$ cat src/rtl/instr_exec_unit.sv
// instr_exec_unit: execute stage with 1-cycle ALU ops and iterative signed DIV/MOD; INSTR_EXEC_PERF_CNT_EN adds perf counters
module instr_exec_unit #(
  parameter int OP_W = 32,
  parameter int ADDR_W = 5
) (
  input  logic                clk,
  input  logic                reset,
  input  logic                in_valid,
  output logic                in_ready,
  input  logic [3:0]          in_opc,
  input  logic [OP_W-1:0]     in_op_a,
  input  logic [OP_W-1:0]     in_op_b,
  input  logic [ADDR_W-1:0]   in_addr,
  output logic                out_valid,
  input  logic                out_ready,
  output logic [2*OP_W-1:0]   out_result,
  output logic [ADDR_W-1:0]   out_addr,
  output logic                out_err
`ifdef INSTR_EXEC_PERF_CNT_EN
  ,
  output logic [31:0]         perf_instr_cnt,
  output logic [31:0]         perf_busy_cnt,
  output logic [15:0]         perf_err_cnt
`endif
);
  localparam int RW = 2*OP_W;
  localparam int CW = $clog2(OP_W);
  typedef enum logic [1:0] {IDLE, DIVIDE, DONE} state_t;
  state_t state, state_n;
  logic is_mod, neg_q, neg_r, accept, is_div, div_go, last;
  logic [OP_W-1:0] quo, rem, dvs, quo_n, rem_n, abs_a, abs_b;
  logic [OP_W:0] rem_sh, diff;
  logic [CW-1:0] cnt;
  logic [RW-1:0] sa, sb, alu, q_ext, r_ext;
  assign in_ready = state == IDLE;
  assign out_valid = state == DONE;
  assign accept = in_valid && in_ready;
  assign is_div = in_opc == 4'd6 || in_opc == 4'd7;
  assign div_go = is_div && in_op_b != '0;
  assign last = cnt == CW'(OP_W-1);
  assign sa = {{OP_W{in_op_a[OP_W-1]}}, in_op_a};
  assign sb = {{OP_W{in_op_b[OP_W-1]}}, in_op_b};
  assign abs_a = in_op_a[OP_W-1] ? -in_op_a : in_op_a;
  assign abs_b = in_op_b[OP_W-1] ? -in_op_b : in_op_b;
  // one restoring-division step: shift in next dividend bit, subtract if it fits
  assign rem_sh = {rem, quo[OP_W-1]};
  assign diff = rem_sh - {1'b0, dvs};
  assign quo_n = {quo[OP_W-2:0], ~diff[OP_W]};
  assign rem_n = diff[OP_W] ? rem_sh[OP_W-1:0] : diff[OP_W-1:0];
  assign q_ext = {{OP_W{1'b0}}, quo_n};
  assign r_ext = {{OP_W{1'b0}}, rem_n};
  // single-cycle ops on sign-extended operands; DIV/MOD and illegal opcodes give 0 here
  always_comb begin
    alu = '0;
    case (in_opc)
      4'd1: alu = sa;
      4'd2: alu = sb;
      4'd3: alu = sa + sb;
      4'd4: alu = sa - sb;
      4'd5: alu = sa * sb;
      default: alu = '0;
    endcase
  end
  // state register
  always_ff @(posedge clk)
    state <= reset ? IDLE : state_n;
  // next-state logic
  always_comb begin
    state_n = state == IDLE ? (in_valid ? (div_go ? DIVIDE : DONE) : IDLE) :
              state == DIVIDE ? (last ? DONE : DIVIDE) :
              state == DONE ? (out_ready ? IDLE : DONE) : IDLE;
  end
  // capture instruction, step divider, and hold result until handshake
  always_ff @(posedge clk) begin
    if (reset) begin
      out_result <= '0;
      out_addr <= '0;
      out_err <= 1'b0;
      is_mod <= 1'b0;
      neg_q <= 1'b0;
      neg_r <= 1'b0;
      quo <= '0;
      rem <= '0;
      dvs <= '0;
      cnt <= '0;
    end else if (accept) begin
      out_result <= alu;
      out_addr <= in_addr;
      out_err <= in_opc[3] || (is_div && in_op_b == '0);
      is_mod <= in_opc[0];
      neg_q <= in_op_a[OP_W-1] ^ in_op_b[OP_W-1];
      neg_r <= in_op_a[OP_W-1];
      quo <= abs_a;
      rem <= '0;
      dvs <= abs_b;
      cnt <= '0;
    end else if (state == DIVIDE) begin
      quo <= quo_n;
      rem <= rem_n;
      cnt <= cnt + CW'(1);
      if (last) out_result <= is_mod ? (neg_r ? -r_ext : r_ext) : (neg_q ? -q_ext : q_ext);
    end
  end
`ifdef INSTR_EXEC_PERF_CNT_EN
  // handshake, busy-cycle and error counters, free-running with wrap
  always_ff @(posedge clk) begin
    if (reset) begin
      perf_instr_cnt <= '0;
      perf_busy_cnt <= '0;
      perf_err_cnt <= '0;
    end else begin
      if (out_valid && out_ready) perf_instr_cnt <= perf_instr_cnt + 32'd1;
      if (out_valid && out_ready && out_err) perf_err_cnt <= perf_err_cnt + 16'd1;
      if (state != IDLE) perf_busy_cnt <= perf_busy_cnt + 32'd1;
    end
  end
`endif
endmodule

$ cat config.mk
export PLATFORM = sky130hd
export DESIGN_NAME = instr_exec_unit
export DESIGN_NICKNAME = d
export VERILOG_FILES = /design/src/rtl/instr_exec_unit.sv
export SDC_FILE = /design/constraint.sdc
export NUM_CORES = 2
export LEC_CHECK = 0
export CAP_MARGIN = 0
export CELL_PAD_IN_SITES_DETAIL_PLACEMENT = 1
export CELL_PAD_IN_SITES_GLOBAL_PLACEMENT = 1
export CORE_UTILIZATION = 46
export CTS_CLUSTER_SIZE = 25
export DETAILED_ROUTE_END_ITERATION = 12
export PLACE_DENSITY_LB_ADDON = 0.2
export SYNTH_ARGS = -nofsm -noshare
export SYNTH_HDL_FRONTEND = slang
export SYNTH_SLANG_ARGS = --single-unit
$ cat constraint.sdc
create_clock -name clk -period 9.9 [get_ports clk]
set_input_delay 1.98 -clock clk [delete_from_list [all_inputs] [get_ports clk]]
set_output_delay 1.98 -clock clk [all_outputs]
set_load 0.01 [all_outputs]
==> run summary <==
Status - finished clean
Vias in the first global route - 52622
Clock sinks - 176
Final net count - 8034
P&R area growth vs syn - 16.0%
Setup slack at placement - -0.850 ns
Synth area leaders - fa_1 41%, inv_1 7.6%, ha_1 6.9%
Cts bufs inserted - 17
Data arrival, critical path - 10.05 ns
Aggregate global routing overflow - 0
Largest net degree at the start of global routing - 88
Synth Register Bits - 176
Worst Setup End Kind - register
Max-Cap Viols - 0
Ys async rst share - 0%
Syn. warnings - 0
Register area share after synthesis - 6.68%
Dpl hpwl - 171000 um
Largest delay contributor family on the critical path - adder cells
Initial core utilization - 46.6%
Root Buffer - clkbuf_16
Syn Inst Count - 6165
I/O pins - 149
RR Startpoint - quo[31]$_SDFFE_PP0P_
Relative slew slack - 14.3%
Final Setup Violations - 0
Die height - 341 um
Clock skew - 0.0190 ns
Die area - 0.116 mm2
Post-route setup slack - 0.152 ns
Period utilization - 98.5%
FF-to-FF path depth - 26
Drt wl/cell - 25.5 um
R2R Path End - out_result[30]$_SDFFE_PP0P_
Dpl cells - 8044
WP data required - 10.21 ns
Setup slack, reg-to-reg - 2.96 ns
CP Launch Type - input pin
Net Count, Synth - 7616
RSZ-0062 raised after global routing - true
Peak fanout along the critical path - 9
Layout cells sized above 1 - 13.3%
FMAX - 103 MHz
Most common cell in the synthesized netlist - fa_1
Synth top cells by count - 1085 x fa_1, 1074 x inv_1, 684 x nand2_1
Tightest Pin Transition - 1.28 ns
Synth top area share - 41.2%
Global-route wire length before repair - 316000 um
H-tree Lvls - 4
Hold path endpoint - dvs[22]$_SDFFE_PP0P_
Rows - 123
CP peak stage delay - 0.53 ns
Buffers on Ports - 148
Worst hold stages - 2
DRC - 0
Synth Flop Type - dfxtp_1
Cell taking the most area after synthesis - fa_1
Clock-pin slew on the worst setup and hold paths - 0.08 ns
ANT nets after route - 0
Die Width - 341 um
Max Slew Vio Count - 0
CP bufs+invs - 13
Iteration-0 DRC Markers - 3372
Initial antenna violation count - 9
Non-Filler Instances - 8097
Netlist cell types - 116
Core ar. - 0.113 mm2
CP max-delay cell - fa_1
GP Congestion - 0.962
Synth Area per Inst - 8.55 um2
DRT Wirelength - 207000 um
EDFF count, synth - 0
Syn Std Cell Area - 0.0527 mm2
Tmin final - 9.75 ns
Via Count - 47308
Post-DR vias/cell - 5.84
Hold Crit Class - register to register
CTS tree - yes
Hold Fails Final Rpt - 0
Max clock buf depth - 2
Kind of critical path - input pin to register
Clock latency on the worst-skew pair - 0.47 ns
Min-delay src - dvs[22]$_SDFFE_PP0P_
Global-route usage over all layers - 35.9%
DR pass1 iterations - 6
per-stage QoR:
| step | cell area, um2 | hold slack [ns] | setup TNS, ns | utilization (%) |
|---|---|---|---|---|
| global route | 61100 | 0.478 | -0.181 | 54.1 |
| global placement | 59800 | 0.441 | -12.94 | 52.9 |
| CTS | 60500 | 0.462 | 0 | 53.5 |
| detailed placement | 59800 | 0.453 | -16.90 | 52.9 |
| floorplan | 52700 | 0.432 | 0 | - |
| finish | 61100 | 0.457 | 0 | 54.1 |
cell families (layout without fill, tap and decap cells):
kind of cell               count (synthesis)  count (layout)  synth area share, %
muxes                                     37              37                0.721
adders and majority gates               1374            1374                 48.0
other                                      0               2                    0
AOI/OAI and AO/OA                       1009            1009                 13.1
DFF                                      176             176                 6.68
buffers and inverters                   1459            1889                 10.6
xor gates and xnor gates                 194             194                 3.22
and+or+nand+nor                         1916            1916                 17.7
worst max-delay path by stage:
stage	startpoint	endpoint	slack, ns	cells past startpoint
2_1_floorplan	in_op_a[31]	out_result[60]$_SDFFE_PP0P_	0.02	27
3_3_place_gp	in_op_b[7]	out_result[60]$_SDFFE_PP0P_	-0.77	32
3_5_place_dp	in_op_b[7]	out_result[60]$_SDFFE_PP0P_	-0.85	32
4_1_cts	in_op_b[5]	out_result[60]$_SDFFE_PP0P_	0.0009	32
5_1_grt	in_op_b[13]	out_result[61]$_SDFFE_PP0P_	-0.05	34
6_report	in_op_a[6]	out_result[36]$_SDFFE_PP0P_	0.15	35
sequential cells by signal (all words and copies together) (netlist names), 2 cells and up:
name	count
out_result	64
dvs	32
quo	32
rem	32
cnt	5
out_addr	5
state	2
worst reg2reg max path: stages, from the launching register on:
cell,delay (ns)
dfxtp_1,0.46
inv_1,0.13
ha_1,0.19
inv_1,0.06
fa_1,0.41
a211oi_1,0.38
o21ai_1,0.26
and4_1,0.34
a21boi_2,0.33
o221ai_2,0.15
buf_4,0.23
nor2_4,0.09
buf_4,0.60
inv_4,0.37
nand2_1,0.15
o21ai_0,0.14
inv_1,0.09
ha_1,0.24
inv_1,0.11
nor4_1,0.33
buf_4,0.20
a41oi_1,0.29
nor2_1,0.38
and4_2,0.30
mux2i_1,0.21
nand3_1,0.11
a311oi_1,0.29
layer usage:
layer / part of all wire (%) / up-vias / global-route usage (%) / routed length, um
li1: - / 20339 / - / -
met1: 38 / 24672 / 44.0 / 78900
met2: 50 / 1714 / 62.4 / 102000
met3: 6.0 / 571 / 4.22 / 12400
met4: 6.2 / 12 / 18.1 / 12800
met5: 0.044 / - / 0 / 90
cell usage in the layout, fill, tap and decap left out, drive strengths merged, types with 20 or more instances in the layout:
cell type / Yosys / layout
o21bai: 29 / 29
o21a: 23 / 23
and2: 462 / 462
fa: 1085 / 1085
clkbuf: 320 / 23
and3: 23 / 23
a221oi: 25 / 25
a21o: 47 / 47
nor4: 33 / 33
nand3: 61 / 61
inv: 1075 / 1078
nor2b: 32 / 32
a222oi: 20 / 20
o41ai: 22 / 22
o21ai: 211 / 211
clkdlybuf4s50: 0 / 109
nor2: 370 / 370
buf: 52 / 660
a31oi: 32 / 32
dfxtp: 176 / 176
or3: 38 / 38
nand2: 685 / 685
o31ai: 38 / 38
ha: 289 / 289
a211oi: 110 / 110
a22oi: 42 / 42
mux2i: 32 / 32
a21oi: 238 / 238
nand2b: 42 / 42
xor2: 52 / 52
xnor2: 142 / 142
nor3: 86 / 86
final cells by class:
type	count	area, um2
clock buffer	20	467
timing repair buffer	779	6970
sequential	176	3520
inverter	1079	4060
tap	1500	1880
fill	13339	52000
clock inverter	11	144
antenna	2	5.00
multi-input combinational	4530	44100
timing repair:
action | CTS | global route
hold buffers | 0 | 0
buffers inserted | 2 | 16
endpoints found under the setup margin | 19 | 32
gates cloned | 0 | 2
resized for setup | 31 | 124
pin swaps | 10 | 55
Power is not shown: default switching activity piles up to over one toggle a cycle in this logic, so the estimate is an artifact.
